`src/rtl/apb_master_arbiter.sv`:
```
// Round-robin arbiter sharing one APB master port among NUM_REQ requesters; grant->SETUP->ACCESS->rsp, 3 cycles at zero wait.
// Requesters hold req_valid until granted; slave wait states stall the port, bounded by an optional wait-state timeout.
module apb_master_arbiter #(
   parameter int NUM_REQ        = 4,
   parameter int TIMEOUT_CYCLES = 16
) (
   input  logic                  PCLK,
   input  logic                  PRESET,
   input  logic [NUM_REQ-1:0]    req_valid,
   input  logic [NUM_REQ-1:0]    req_write,
   input  logic [NUM_REQ*32-1:0] req_addr,
   input  logic [NUM_REQ*32-1:0] req_wdata,
   output logic [NUM_REQ-1:0]    req_gnt,
   output logic [NUM_REQ-1:0]    rsp_valid,
   output logic [31:0]           rsp_rdata,
   output logic                  rsp_err,
   output logic                  timeout_evt,
   output logic                  PSEL,
   output logic                  PENABLE,
   output logic [31:0]           PADDR,
   output logic                  PWRITE,
   output logic [31:0]           PWDATA,
   input  logic                  PREADY,
   input  logic [31:0]           PRDATA,
   input  logic                  PSLVERR
);
   localparam int PW      = (NUM_REQ > 1) ? $clog2(NUM_REQ) : 1;
   localparam int CW      = (TIMEOUT_CYCLES > 1) ? $clog2(TIMEOUT_CYCLES + 1) : 1;
   localparam int TO_LAST = (TIMEOUT_CYCLES > 0) ? TIMEOUT_CYCLES - 1 : 0;

   typedef enum logic [1:0] {
      IDLE   = 2'd0,
      SETUP  = 2'd1,
      ACCESS = 2'd2
   } state_t;

   typedef struct packed {
      logic        write;
      logic [31:0] addr;
      logic [31:0] wdata;
   } xfer_t;

   state_t             state_q, state_d;
   xfer_t              xfer_q, xfer_d;
   logic [PW-1:0]      owner_q, owner_d;
   logic [PW-1:0]      rr_ptr_q, rr_ptr_d;
   logic [CW-1:0]      wait_cnt_q, wait_cnt_d;
   logic               psel_q, psel_d;
   logic               penable_q, penable_d;
   logic [NUM_REQ-1:0] rsp_valid_q, rsp_valid_d;
   logic [31:0]        rsp_rdata_q, rsp_rdata_d;
   logic               rsp_err_q, rsp_err_d;
   logic               timeout_evt_q, timeout_evt_d;

   logic               arb_en;
   logic               found;
   logic [PW-1:0]      winner;
   logic               timeout_hit;
   int                 scan_idx;

   // First pending requester at or after rr_ptr, wrapping at NUM_REQ-1.
   always_comb begin
      found    = 1'b0;
      winner   = '0;
      scan_idx = 0;
      for (int i = 0; i < NUM_REQ; i++) begin
         scan_idx = int'(rr_ptr_q) + i;
         if (scan_idx >= NUM_REQ) begin
            scan_idx = scan_idx - NUM_REQ;
         end
         if (!found && req_valid[PW'(scan_idx)]) begin
            found  = 1'b1;
            winner = PW'(scan_idx);
         end
      end
   end

   always_comb begin
      arb_en  = !PRESET && ((state_q == IDLE) || ((state_q == ACCESS) && PREADY));
      req_gnt = '0;
      if (arb_en && found) begin
         req_gnt[winner] = 1'b1;
      end
   end

   assign timeout_hit = (TIMEOUT_CYCLES > 0) && (state_q == ACCESS) && !PREADY &&
                        (wait_cnt_q == CW'(TO_LAST));

   always_comb begin
      state_d       = state_q;
      xfer_d        = xfer_q;
      owner_d       = owner_q;
      rr_ptr_d      = rr_ptr_q;
      wait_cnt_d    = '0;
      rsp_valid_d   = '0;
      rsp_rdata_d   = '0;
      rsp_err_d     = 1'b0;
      timeout_evt_d = 1'b0;

      if (arb_en && found) begin
         xfer_d.write = req_write[winner];
         xfer_d.addr  = req_addr[32*int'(winner) +: 32];
         xfer_d.wdata = req_wdata[32*int'(winner) +: 32];
         owner_d      = winner;
         rr_ptr_d     = (winner == PW'(NUM_REQ - 1)) ? '0 : winner + 1'b1;
      end

      case (state_q)
         IDLE: begin
            if (arb_en && found) begin
               state_d = SETUP;
            end
         end
         SETUP: begin
            state_d = ACCESS;
         end
         ACCESS: begin
            if (PREADY) begin
               rsp_valid_d[owner_q] = 1'b1;
               rsp_err_d            = PSLVERR;
               rsp_rdata_d          = xfer_q.write ? 32'h0 : PRDATA;
               state_d              = found ? SETUP : IDLE;
            end else if (timeout_hit) begin
               // Hung slave: release the bus and report an error without arbitrating.
               rsp_valid_d[owner_q] = 1'b1;
               rsp_err_d            = 1'b1;
               timeout_evt_d        = 1'b1;
               state_d              = IDLE;
            end else begin
               wait_cnt_d = (wait_cnt_q == '1) ? wait_cnt_q : wait_cnt_q + 1'b1;
            end
         end
         default: begin
            state_d = IDLE;
         end
      endcase

      psel_d    = (state_d != IDLE);
      penable_d = (state_d == ACCESS);
   end

   always_ff @(posedge PCLK) begin
      if (PRESET) begin
         state_q       <= IDLE;
         xfer_q        <= '0;
         owner_q       <= '0;
         rr_ptr_q      <= '0;
         wait_cnt_q    <= '0;
         psel_q        <= 1'b0;
         penable_q     <= 1'b0;
         rsp_valid_q   <= '0;
         rsp_rdata_q   <= '0;
         rsp_err_q     <= 1'b0;
         timeout_evt_q <= 1'b0;
      end else begin
         state_q       <= state_d;
         xfer_q        <= xfer_d;
         owner_q       <= owner_d;
         rr_ptr_q      <= rr_ptr_d;
         wait_cnt_q    <= wait_cnt_d;
         psel_q        <= psel_d;
         penable_q     <= penable_d;
         rsp_valid_q   <= rsp_valid_d;
         rsp_rdata_q   <= rsp_rdata_d;
         rsp_err_q     <= rsp_err_d;
         timeout_evt_q <= timeout_evt_d;
      end
   end

   assign PSEL        = psel_q;
   assign PENABLE     = penable_q;
   assign PADDR       = xfer_q.addr;
   assign PWRITE      = xfer_q.write;
   assign PWDATA      = xfer_q.wdata;
   assign rsp_valid   = rsp_valid_q;
   assign rsp_rdata   = rsp_rdata_q;
   assign rsp_err     = rsp_err_q;
   assign timeout_evt = timeout_evt_q;

endmodule

```
`config.mk`:
```
export PLATFORM = sky130hd
export DESIGN_NAME = apb_master_arbiter
export DESIGN_NICKNAME = d
export VERILOG_FILES = /design/src/rtl/apb_master_arbiter.sv
export SDC_FILE = /design/constraint.sdc
export NUM_CORES = 1
export LEC_CHECK = 0
export ABC_AREA = 1
export CELL_PAD_IN_SITES_DETAIL_PLACEMENT = 1
export CELL_PAD_IN_SITES_GLOBAL_PLACEMENT = 2
export CORE_ASPECT_RATIO = 0.7
export CORE_UTILIZATION = 16
export CTS_BUF_LIST = sky130_fd_sc_hd__clkbuf_16
export DETAILED_ROUTE_END_ITERATION = 10
export PLACE_DENSITY = 0.9
export SYNTH_ARGS = -nofsm -noshare
export SYNTH_HDL_FRONTEND = slang
export SYNTH_SLANG_ARGS = --single-unit
```
`constraint.sdc`:
```
create_clock -name PCLK -period 2 [get_ports PCLK]
set_input_delay 0.4 -clock PCLK [delete_from_list [all_inputs] [get_ports PCLK]]
set_output_delay 0.4 -clock PCLK [all_outputs]
set_load 0.03 [all_outputs]
```
# Word-level counts from Yosys, hierarchy flattened
# Index checks and enable logic that the tools add are counted.
word_totals:
  input_bits: 300
  register_bits: 116
classes:
  reduce_logical: 22
  n_eq_ne: 6
  n_bitwise: 2
  n_lt_le_gt_ge: 12
  shifts: 2
  addsub: 9
  n_mux: 41
op_table:
  columns: ["op", "count"]
  rows:
  - ["indexed part select 128 x 8 -> 32 bit", 2]
  - ["two-way mux 2 bit", 12]
  - ["two-way mux 1 bit", 18]
  - ["less-than comparator 2 x 4 -> 1 bit, second input constant", 4]
  - ["two-way mux 4 bit", 3]
  - ["binary-select mux 1 bit (select 2 bit)", 5]
  - ["logical AND 1 bit", 10]
  - ["greater-or-equal comparator 3 bit, second input constant", 3]
  - ["OR reduction 4 bit", 2]
  - ["subtractor 2 x 1 -> 2 bit, second input constant", 4]
  - ["adder 2 x 2 -> 3 bit, second input constant", 2]
  - ["equality test 2 bit, second input constant", 3]
  - ["less-than comparator 2 x 3 -> 1 bit, second input constant", 2]
  - ["one-hot mux 2 bit (3 select lines)", 1]
  - ["adder 5 x 1 -> 5 bit, second input constant", 1]
  - ["equality test 5 x 4 -> 1 bit, second input constant", 1]
  - ["equality test 5 bit, second input constant", 1]
  - ["logical NOT 1 bit", 5]
  - ["demux 1 bit (select 2 bit)", 2]
  - ["greater-or-equal comparator 2 x 1 -> 1 bit, second input constant", 2]
  - ["adder 2 x 1 -> 3 bit, second input constant", 1]
  - ["greater-or-equal comparator 2 x 3 -> 1 bit, second input constant", 1]
  - ["OR reduction 3 bit", 1]
  - ["adder 2 x 1 -> 2 bit, second input constant", 1]
  - ["6 further kinds", 7]

# Depth between registers and ports, before layout
depth:
  ltp_word: 20
  mapped_depth: 15

# Worst setup path before layout
# No wires, ideal clock.
synth_timing:
  path_type: "reg-to-output"
  startpoint: "register rr_ptr_q[0]"
  endpoint: "output req_gnt[3]"
  arrival_time_ps: 2124
  setup_slack_ps: -524
  n_path_buf: 2
  path_stages_with_launch: 14
  cell_sequence: "dfxtp_1 -> buf_4 -> nand2_1 -> nand3_1 -> nand2_1 -> nor2_2 -> nand3_1 -> nand3_1 -> nand2_1 -> inv_2 -> buf_2 -> ha_1 -> inv_1 -> nor2_1"
synth_between:
  elab_chain_len: 20
  word_cells_on_any_way: 48
synth_lines:
  columns: ["item", "line", "text"]
  rows:
  - ["start: declaration", "46", "logic [PW-1:0] rr_ptr_q, rr_ptr_d;"]
  - ["start signal: assignment", "159", "rr_ptr_q <= rr_ptr_d;"]
  - ["parallel branches: the longest is 14 deep, another holds adder 2 x 1 -> 3 bit", null, null]
  - ["two-way mux 2 bit *", "71", "if (!found && req_valid[PW'(scan_idx)]) begin"]
  - ["via winner[1]", "57", "logic [PW-1:0] winner;"]
  - ["less-than comparator 2 x 3 -> 1 bit (implied by the code) / greater-or-equal comparator 2 x 1 -> 1 bit (equally long branches)", "82", "req_gnt[winner] = 1'b1;"]
  - ["logical AND 1 bit (implied by the code)", "82", null]
  - ["two-way mux 1 bit (implied by the code)", "82", null]
  - ["demux 1 bit (select 2 bit) *", "82", null]
  - ["two-way mux 4 bit *", "81", "if (arb_en && found) begin"]
  - ["end: declaration", "13", "output logic [NUM_REQ-1:0] req_gnt,"]
# Mark *: on every way through the listed nets, which the timed path passes. The select of a mux whose other input is x is not followed.

# Final worst setup path
layout_timing:
  startpoint: "register rr_ptr_q[0]"
  endpoint: "output req_gnt[3]"
layout_between:
  elab_chain_len: 20
  word_cells_on_any_way: 48
layout_lines:
  columns: ["item", "line"]
  rows:
  - ["parallel branches: the longest is 19 deep, another holds adder 2 x 1 -> 3 bit", null]
  - ["two-way mux 4 bit *", "81"]
# Mark *: on every way between the ends. The select of a mux whose other input is x is not followed.

==> implementation parameters <==
Parameter                              Value

Clock tree
  Clock network latency to the later pin of the worst-skew pair ... ~0.44 ns
  Clock Tree Buf Depth ... 2
  Num CTS Buffers ... 17
  Register clock-pin slew on the reported worst setup and hold paths ... about 0.07 ns
  Hold buffer count at cts ... 0
  H-tree lvl count ... 4
  Sinks on Clock Net ... 116
  CTS tree ... built
  Library cell used as clock root buffer ... clkbuf_16

Floorplan
  Top Ports ... 409
  Vert. Die Dim ... about 170 um
  Area of the die ... between 0.04 and 0.05 mm2
  Chip Width ... 243 um
  Area of the core ... approximately 0.040 mm2
  Initial cell density of the core ... 0.163
  Floorplan row count ... just over 60

STA
  Final setup skew ... between 0.01 and 0.015 ns
  Transition time at the pin with the least slew margin ... approximately 0.44 ns
  Setup Viol. Count Final ... 70
  Minimum setup slack in the final design ... -0.636 ns
  Tightest slew margin relative to the limit ... 0.710
  Sum of negative setup slack ... -18.19 ns
  Max-slew violations ... 0
  Timing-limited maximum frequency ... between 300 and 400 MHz
  Worst hold slack ... roughly 0.46 ns
  Minimum period implied by the final worst setup slack ... about 2.6 ns
  RSZ-0062 raised after global routing ... true
  Portion of the clock cycle consumed by the worst path in the final layout ... 1.32
  Count of endpoints failing hold in the final timing report ... 0

Synth
  Synth Net Count ... about 1,400
  Number of flip-flops and latches in the synthesized netlist ... between 100 and 150
  Warning count from the yosys run ... 0
  Post-synthesis instance area ... approximately 0.0065 mm2
  Main flop type after synthesis ... dfxtp_1
  Async SR Flop Fraction ... 0
  Post-synthesis instance total ... about 1,100
  Number of distinct library cells after synthesis ... 26
  Share of synthesized area occupied by flip-flops and latches ... 0.356
  Post-Syn Area per Cell ... about 6.1 um2
  EDFF count, synth ... 0

Placement
  Pre-CTS worst setup slack ... -0.736 ns
  Buffers on Ports ... 408
  Weighted congestion reported at the end of routability-driven placement ... 0.841
  Total instance count after detailed placement ... about 2,000
  Half-perimeter wire length after detailed placement ... around 26,000 um

Global route
  Overall fraction of global-route tracks in use ... 0.173
  Global-route wire length before repair ... roughly 55,000 um
  Routing usage on met3 ... 0.0411
  Busiest grt layer ... met2
  Vias in the first global route ... 9,363
  Global-route congestion overflow total ... 0
  Fraction of met1 tracks used by global routing ... 0.213
  Global-route met2 utilization ... 0.301
  Largest net degree at the start of global routing ... 60
  Antenna violations before repair ... 2

Finish
  Net count, final ... approximately 1,800
  P&R area growth vs syn ... 105%
  Share of post-route cells with drive strength above 1 ... 0.144
  Number of cells in the finished layout apart from fillers ... between 2,000 and 2,500
  Post-route core utilization ... 0.336

Power
  Leakage power summed over all cells ... approximately 6.1 nW
  Peak ir drop on the vdd network ... approximately 1 mV
  Power density over cell area ... between 1500 and 2000 mW/mm2

Status
  Run status ... finished, violations left
  Violations in the final reports ... negative setup slack

Worst setup path
  Worst setup path category ... flip-flop to output port
  Most frequent cell on the critical path ... nand2_4
  Largest fanout on the critical path ... 5
  Slowest cell delay on critical path ... about 0.39 ns
  Sort of element at the end of the critical path ... output port
  Sort of element at the start of the critical path ... flip-flop
  Critical-path cell with the highest stage delay ... dfxtp_4
  Reg2reg path depth ... 17
  Cell Chain, Critical Path ... buf_12 -> nand2_4 -> nand2_4 -> buf_4 -> nand2_2 -> nand2_4 -> nand2_4 -> nand2_4 -> nand2_4 -> nand3_4 -> inv_4 -> ha_4 -> inv_4 -> nor2_4 -> buf_12
  Endpoint required time on the critical path ... 1.60 ns
  Data arrival, critical path ... 2.24 ns

Detailed routing
  DRC marker count from the first detailed-route iteration ... a little under 400
  Average wire per standard cell ... roughly 19 um
  Routed vias ... about 9,000
  Drt first pass iters ... 5
  Total detailed-routing wirelength ... approximately 38,000 um
  Via density ... 4.36
  DRC ... 0
  Antenna Nets Post-Route ... 0

Hold path
  Type of the worst min-delay path ... flip-flop to flip-flop
  Worst Hold Depth ... 1

Flow run
  Max-capacitance violation count ... 0
path summary, 6_finish.rpt:
kind | start | end | slack [ns]
max reg2reg | rr_ptr_q[0] | PADDR[14] | -0.31
min | owner_q[1] | rsp_valid[0] | 0.46
max | rr_ptr_q[0] | req_gnt[3] | -0.64
min reg2reg | owner_q[1] | rsp_valid[0] | 0.46
cell usage in the layout (no fill, tap or decap), types with 21 or more instances in the layout:
master	Yosys	routed
dfxtp_1	116	114
inv_1	55	49
nand2_1	406	378
o21ai_1	9	29
buf_12	0	32
nor2_1	128	124
nand3_1	115	97
clkbuf_16	0	21
buf_4	1	43
nand4_1	91	91
clkdlybuf4s50_1	0	401
per-stage QoR:
stage | cell area, um2 | total power, mW
after floorplan | 6620 | 12.7
after global placement | 11800 | 18.8
after detailed placement | 11800 | 19.2
after CTS | 13100 | 25.2
after global routing | 13400 | 28.3
final | 13400 | 26.3
cell usage after synthesis, types with 5 or more instances:
cell type	n	share of area
a21oi_1	6	0.0046
o21ai_1	9	0.0069
nor2_1	128	0.074
o21ai_0	35	0.027
inv_1	55	0.032
nand2_1	406	0.23
buf_2	23	0.018
buf_1	6	0.0035
clkbuf_1	42	0.024
ha_1	7	0.013
nand3_1	115	0.088
dfxtp_1	116	0.36
inv_2	5	0.0029
buf_6	8	0.014
nand4_1	91	0.087
worst max-delay path: cells and delay by family, from the launching register on:
| kind | cells | cell delay [ns] |
|---|---|---|
| fa+ha+maj | 1 | 0.15 |
| buf+inv | 5 | 0.57 |
| flops | 1 | 0.39 |
| simple gates | 9 | 0.69 |
what timing repair did:
item                       4_1_cts  5_1_grt
resized for setup               91       65
buffers inserted                21       11
gates cloned                    10        5
setup endpoints to repair       74       74
pin swaps                       16       23
hold endpoints to repair         0        0
cell type report:
class                      instances  area [um2]
fill                            4836       26500
timing repair buffer             509        5600
multi-input combinational        808        3980
sequential                       116        2330
tap                              535         669
clock buffer                      17         425
inverter                          60         248
clock inverter                    15         159
antenna                            1        2.50
power by group:
part / internal (mW) / leakage [nW] / switching (mW) / total, mW
Combinational: 8.40 / 4.81 / 11.4 / 19.8
Sequential: 3.05 / 0.958 / 0.405 / 3.46
Clock: 1.77 / 0.291 / 1.34 / 3.10
sequential cells by signal, indices dropped and copies added (netlist names):
| name | cells |
|---|---|
| PWDATA | 32 |
| rr_ptr_q | 2 |
| rsp_rdata | 32 |
| owner_q | 2 |
| timeout_evt | 1 |
| wait_cnt_q | 5 |
| rsp_valid | 4 |
| rsp_err | 1 |
| PWRITE | 1 |
| PSEL | 1 |
| state_q | 2 |
| PENABLE | 1 |
| PADDR | 32 |
cell families (layout without fill, tap and decap cells):
kind of cell             count (synthesis)  count (layout)  synth area share
adder cells (fa/ha/maj)                  7               7            0.0134
other                                    0               1                 0
AO/OA/AOI/OAI                           52              52            0.0405
AND/OR/NAND/NOR                        747             747             0.491
XOR/XNOR                                 2               2           0.00268
buffers and inverters                  141             601            0.0970
flip-flops                             116             116             0.356
per-layer routing:
| metal | part of all wire | up-vias | wire length [um] |
|---|---|---|---|
| met4 | 0.013 | 2 | 493 |
| met2 | 0.50 | 240 | 18900 |
| met3 | 0.046 | 36 | 1760 |
| met1 | 0.44 | 4365 | 17000 |
| met5 | 0.00045 | - | 17 |
| li1 | - | 4346 | - |
No activity file was read; power rests on OpenSTA's default activity.
